## src/rtl/lfsr_pkg.sv

```systemverilog
`default_nettype none
// ============================================================================
// Module      : lfsr_pkg
// Description : Shared constants, state encoding and the XNOR recurrence
//               s[k] = ~(s[k-8] ^ s[k-7]) for the 8-bit game LFSR stream.
// Revision    : 1.0 - initial release
// ============================================================================
package lfsr_pkg;

  localparam int LFSR_W = 8;
  localparam int TAP_A  = 7;
  localparam int TAP_B  = 6;

  // All-ones is the XNOR fixed point; a register stuck there never moves.
  localparam logic [LFSR_W-1:0] LOCKUP_STATE = 8'hFF;

  typedef enum logic [1:0] {
    HUNT   = 2'd0,
    SYNC   = 2'd1,
    LOCKED = 2'd2
  } state_e;

  // Next stream bit given the last LFSR_W bits (bit 0 = newest).
  function automatic logic lfsr_next_bit(input logic [LFSR_W-1:0] s);
    return ~(s[TAP_A] ^ s[TAP_B]);
  endfunction

endpackage
`default_nettype wire

```

## src/rtl/lfsr_ref_gen.sv

```systemverilog
`default_nettype none
// ============================================================================
// Module      : lfsr_ref_gen
// Description : Loadable local copy of the game LFSR used to flywheel the
//               expected stream once the checker is locked.
// Revision    : 1.0 - initial release
// ============================================================================
module lfsr_ref_gen
  import lfsr_pkg::*;
(
  input  logic              clk,
  input  logic              rst,
  input  logic              load,
  input  logic [LFSR_W-1:0] load_val,
  input  logic              adv,
  output logic [LFSR_W-1:0] gen
);

  logic [LFSR_W-1:0] gen_q;
  logic [LFSR_W-1:0] gen_d;

  // Load wins over advance so the lock cycle seeds from the received history.
  always_comb begin
    gen_d = gen_q;
    if (load) begin
      gen_d = load_val;
    end else if (adv) begin
      gen_d = {gen_q[LFSR_W-2:0], lfsr_next_bit(gen_q)};
    end
  end

  // Generator state register.
  always_ff @(posedge clk) begin
    if (rst) begin
      gen_q <= '0;
    end else begin
      gen_q <= gen_d;
    end
  end

  assign gen = gen_q;

endmodule
`default_nettype wire

```

## config.mk

```make
export PLATFORM = sky130hd
export DESIGN_NAME = lfsr_ref_gen
export DESIGN_NICKNAME = d
export VERILOG_FILES = /design/src/rtl/lfsr_pkg.sv /design/src/rtl/lfsr_ref_gen.sv
export SDC_FILE = /design/constraint.sdc
export NUM_CORES = 1
export LEC_CHECK = 0
export BUFFER_PORTS_ARGS = -buffer_cell sky130_fd_sc_hd__clkbuf_2
export CAP_MARGIN = 0
export CORE_AREA = 2 2 39 41
export DETAILED_ROUTE_END_ITERATION = 10
export DIE_AREA = 0 0 41 43
export PLACE_DENSITY = 0.56
export SLEW_MARGIN = 5
export SYNTH_ARGS = -nofsm -noshare
export SYNTH_HDL_FRONTEND = slang
export SYNTH_SLANG_ARGS = --single-unit
```

## constraint.sdc

```tcl
create_clock -name clk -period 1 [get_ports clk]
set_input_delay 0.1 -clock clk [delete_from_list [all_inputs] [get_ports clk]]
set_output_delay 0.1 -clock clk [all_outputs]
set_load 0.05 [all_outputs]
```

# == Word-level counts from Yosys, hierarchy flattened ==
# Index checks and enable logic that the tools add are counted.
# W data, S select, Z words.
# classes
add_sub_neg,0
n_mul,0
n_div,0
n_lt_le_gt_ge,0
eq_ne,0
shift,0
mux,2
bitwise_logic,2
reduce_logical,1
# ops
cell,count
$mux W8,2
$reduce_bool A2 Y1,1
$not A1 Y1,1
$xor A1 B1 Y1,1
# word_totals
regBits,8
latch_bits,0
mem_bits_rw,0
rom_bits,0
input_bits,12
output_inout_bits,8
word_cells,6
mem_count,0

# == Logic depth before layout (Yosys ltp) ==
# depth
ltp_word,4
ltp_mapped,4
ltp_nobuf,3

# == Worst setup path after synthesis ==
# OpenSTA, ideal clock, no wires.
# synth_timing
path_kind,reg-to-reg
start,register gen_q[6] (netlist: gen[6])
end,register gen_q[0] (netlist: gen[0])
setup_time_ps,95
arrival_ps,1093
t_required_ps,905
path_slack_ps,-189
path_stages_with_launch,4
n_path_buf,0
period_less_slack_ps,1189
path_cell_list,dfxtp_1 > xnor2_1 > nand2_1 > a221oi_1
# synth_via
elab_chain_cells,4
# synth_lines
element,line,rtl
start: declaration,lfsr_ref_gen.sv:19,logic [LFSR_W-1:0] gen_q;
start signal: assignment,lfsr_ref_gen.sv:37,gen_q <= gen_d;
$xor A1 B1 Y1,lfsr_pkg.sv:25,return ~(s[TAP_A] ^ s[TAP_B]);
$not A1 Y1,lfsr_pkg.sv:25,
$mux W8,lfsr_ref_gen.sv:27,end else if (adv) begin
$mux W8,lfsr_ref_gen.sv:25,if (load) begin
# No other way between the ends. The select of a mux whose other input is x is not followed.
# A chain may end at the register's enable or synchronous reset.

# == Final worst setup path ==
# layout_timing
start,register gen_q[1] (netlist: gen[1])
end,output port gen[1]
# layout_lines
element,line,rtl
end: declaration,lfsr_ref_gen.sv:16,output logic [LFSR_W-1:0] gen
# No word-level cell between the ends.

==> results by group <==
Clocking
  – CTS Buf Count: 3
  – Clk_lat worst skew: 250 ps
  – Hold_buf cts: 0
  – CTS clk-pin slew, worst paths: 50 ps
  – Root buffer cell: clkbuf_4
  – CTS tree: yes
  – Htree depth: 1
  – Worst-case clock buffer depth: 2
  – CTS Sinks: 8

Global routing
  – First-pass GRT wire length: 1300 µm
  – Vias in the first global route: 307
  – Tot GR Track Use: 11.2%
  – Largest net degree at the start of global routing: 10
  – Grt total ovfl: 0
  – Initial antenna violation count: 0

Cells and area
  – Most frequent cells in the layout: clkbuf_2, dfxtp_2, mux2_4, mux2i_1, nor2_1
  – Sequential Area: 170 µm²
  – Layout Nets: 71
  – Max reg flops: 8
  – Filler instances: 148
  – ANT cells: 0
  – Commonest non-fill, non-tap cell in the layout: clkbuf_2
  – Layout cell share with drive strength beyond 1: 66.7%
  – Multi-input logic area: 234 µm²
  – Layout area overhead: 32.0%

Synth
  – Ranking of synthesized cells by area: dfxtp_1, mux2_4, mux2i_1, nor2_1, buf_6
  – Netlist cell types: 12
  – Yosys top cell area share: 38.3%
  – Post-synthesis cell area: 418 µm²
  – Sequential share of the synthesized area: 38.3%
  – Ys Warns: 0
  – Post-synth top area cell: dfxtp_1
  – Syn_area_per_cell: 11.0 µm²
  – Post-synth net total: 50
  – Synthesized instance count: 38
  – Yosys reg bits: 8

Worst setup path
  – Critical path required time: 900 ps
  – Reg2Reg Launch Point: gen[6]
  – Critical-path top delay cell: dfxtp_2
  – Crit path kind: flop to output pin
  – Crit-path cells: clkbuf_2
  – Type of destination of the critical path: output pin
  – Crit start category: flop
  – Max FO, Critical Path: 3
  – Reg-to-reg endpoint: gen[6]
  – Worst path top cell family by delay: flip-flops
  – Critical Path Max Stage Delay: 330 ps
  – Worst Path Buf+Inv: 1
  – R2r worst-path depth: 3
  – Critical path arrival: 850 ps
  – Reg2Reg Setup Slack: 110 ps

Timing
  – Setup ws final: 46.8 ps
  – Max Clk Rate: 1.05 GHz
  – RSZ-0062 raised after global routing: true
  – Final slew viol count: 0
  – Worst slew pin tran: 280 ps
  – Minimum clock period: 953 ps
  – Final setup viols: 0
  – Final Hold Fails: 0
  – Final Cycle Share: 95.3%
  – Slew headroom: 81.3%
  – Worst clock skew: 3.32 ps
  – TNS Setup: 0 ps

Floorplanning
  – Die Height: 43 µm
  – Initial Util: 30.2%
  – Die width: 41 µm
  – Core area: 1380 µm²
  – # rows: 14
  – I/O pin cnt: 20
  – Die area: 1760 µm²

Power and ir drop
  – Power Dens Cells: 1480 nW/µm²
  – Clock share of power: 28.8%
  – Leakage power: 0.297 nW
  – Sw Ratio: 30.1%
  – Int Pwr: 0.572 mW
  – Combinational share of power: 26.8%
  – Maximum vdd drop: 0.614 mV
  – Seq pwr share: 44.4%
  – P_sw: 0.246 mW

Outcome
  – Status: complete, no violations

Job
  – MaxCap Viol Count: 0

Detailed routing
  – Post-Route WL: 787 µm
  – Post-DRT Antenna Nets: 0
  – Pre-antenna DRT Iters: 2
  – Post-DR vias/cell: 4.51
  – DR iter-0 viols: 2
  – Vias: 329
  – Wire per inst: 10.8 µm
  – DR DRC count: 0

Placement
  – DP Worst Slack: 9.71 ps
  – Number of port buffers: 19
  – Detailed Place HPWL: 595 µm
  – Routability congestion estimate: 0.722

Min path
  – Hold path start: load_val[0]
  – Hold Crit Endpoint: gen[0]
  – Hold path cells: 3
  – Worst Hold Class: input port to flop
metrics by stage:
stage               power (mW)  utilization [%]  std cells  hold slack, ps  instance area, µm²
floorplan                0.539                -         38             247                 428
global placement         0.584             37.6         70             338                 520
detailed placement       0.586             37.6         70             343                 520
CTS                      0.831             39.2         73            79.9                 543
global route             0.876             39.9         73            86.5                 552
finish                   0.818             39.9         73            83.3                 552
timing repair:
action,4_1_cts,5_1_grt
setup buffers,0,0
setup endpoints to repair,0,6
gates resized for setup,0,7
power by group through the flow:
stage | clock, mW | combinational, mW | sequential (mW)
6_report | 0.236 | 0.219 | 0.363
3_3_place_gp | 0 | 0.214 | 0.370
5_1_grt | 0.273 | 0.236 | 0.366
4_1_cts | 0.251 | 0.216 | 0.364
2_1_floorplan | 0 | 0.0961 | 0.443
3_5_place_dp | 0 | 0.215 | 0.371
routing by layer:
layer	track usage (%)	part of all wire, %	vias up
met5	0	0	-
met4	0	0	0
met3	9.42	11	0
met2	17.2	49	13
met1	12.3	41	150
li1	-	-	166
worst max path at each step:
stage	startpoint	to	slack, ps	cells past startpoint
global route	gen[7]	gen[0]	-4	3
global placement	adv	gen[6]	5	4
detailed placement	adv	gen[6]	10	4
finish	gen[1]	gen[1]	50	1
floorplan	gen[6]	gen[0]	-8	3
CTS	gen[6]	gen[6]	7	1
synthesized netlist by cell type:
| cell | n |
|---|---|
| a21oi_1 | 1 |
| a221oi_1 | 1 |
| buf_1 | 1 |
| buf_4 | 1 |
| buf_6 | 1 |
| dfxtp_1 | 8 |
| inv_1 | 2 |
| mux2_4 | 7 |
| mux2i_1 | 7 |
| nand2_1 | 1 |
| nor2_1 | 7 |
| xnor2_1 | 1 |
area by class of cell:
| type | instances | share of cell area, % |
|---|---|---|
| clock buffer | 3 | 4.08 |
| inverter | 2 | 1.36 |
| multi-input combinational | 25 | 42.4 |
| sequential | 8 | 30.8 |
| tap | 16 | 3.63 |
| timing repair buffer | 19 | 17.7 |
logic make-up after synthesis:
| group | after synthesis | synth area share, % |
|---|---|---|
| AO/OA/AOI/OAI | 2 | 3.29 |
| XOR/XNOR | 1 | 2.10 |
| buffers and inverters | 5 | 7.19 |
| flip-flops | 8 | 38.3 |
| multiplexers | 14 | 41.9 |
| AND/OR/NAND/NOR | 8 | 7.19 |
worst reg2reg max path, stage by stage (launching register included):
cell and delay [ps]:
dfxtp_2 330, mux2_4 260, mux2i_1 130, nor2_1 50
No activity file was read; power rests on OpenSTA's default activity.
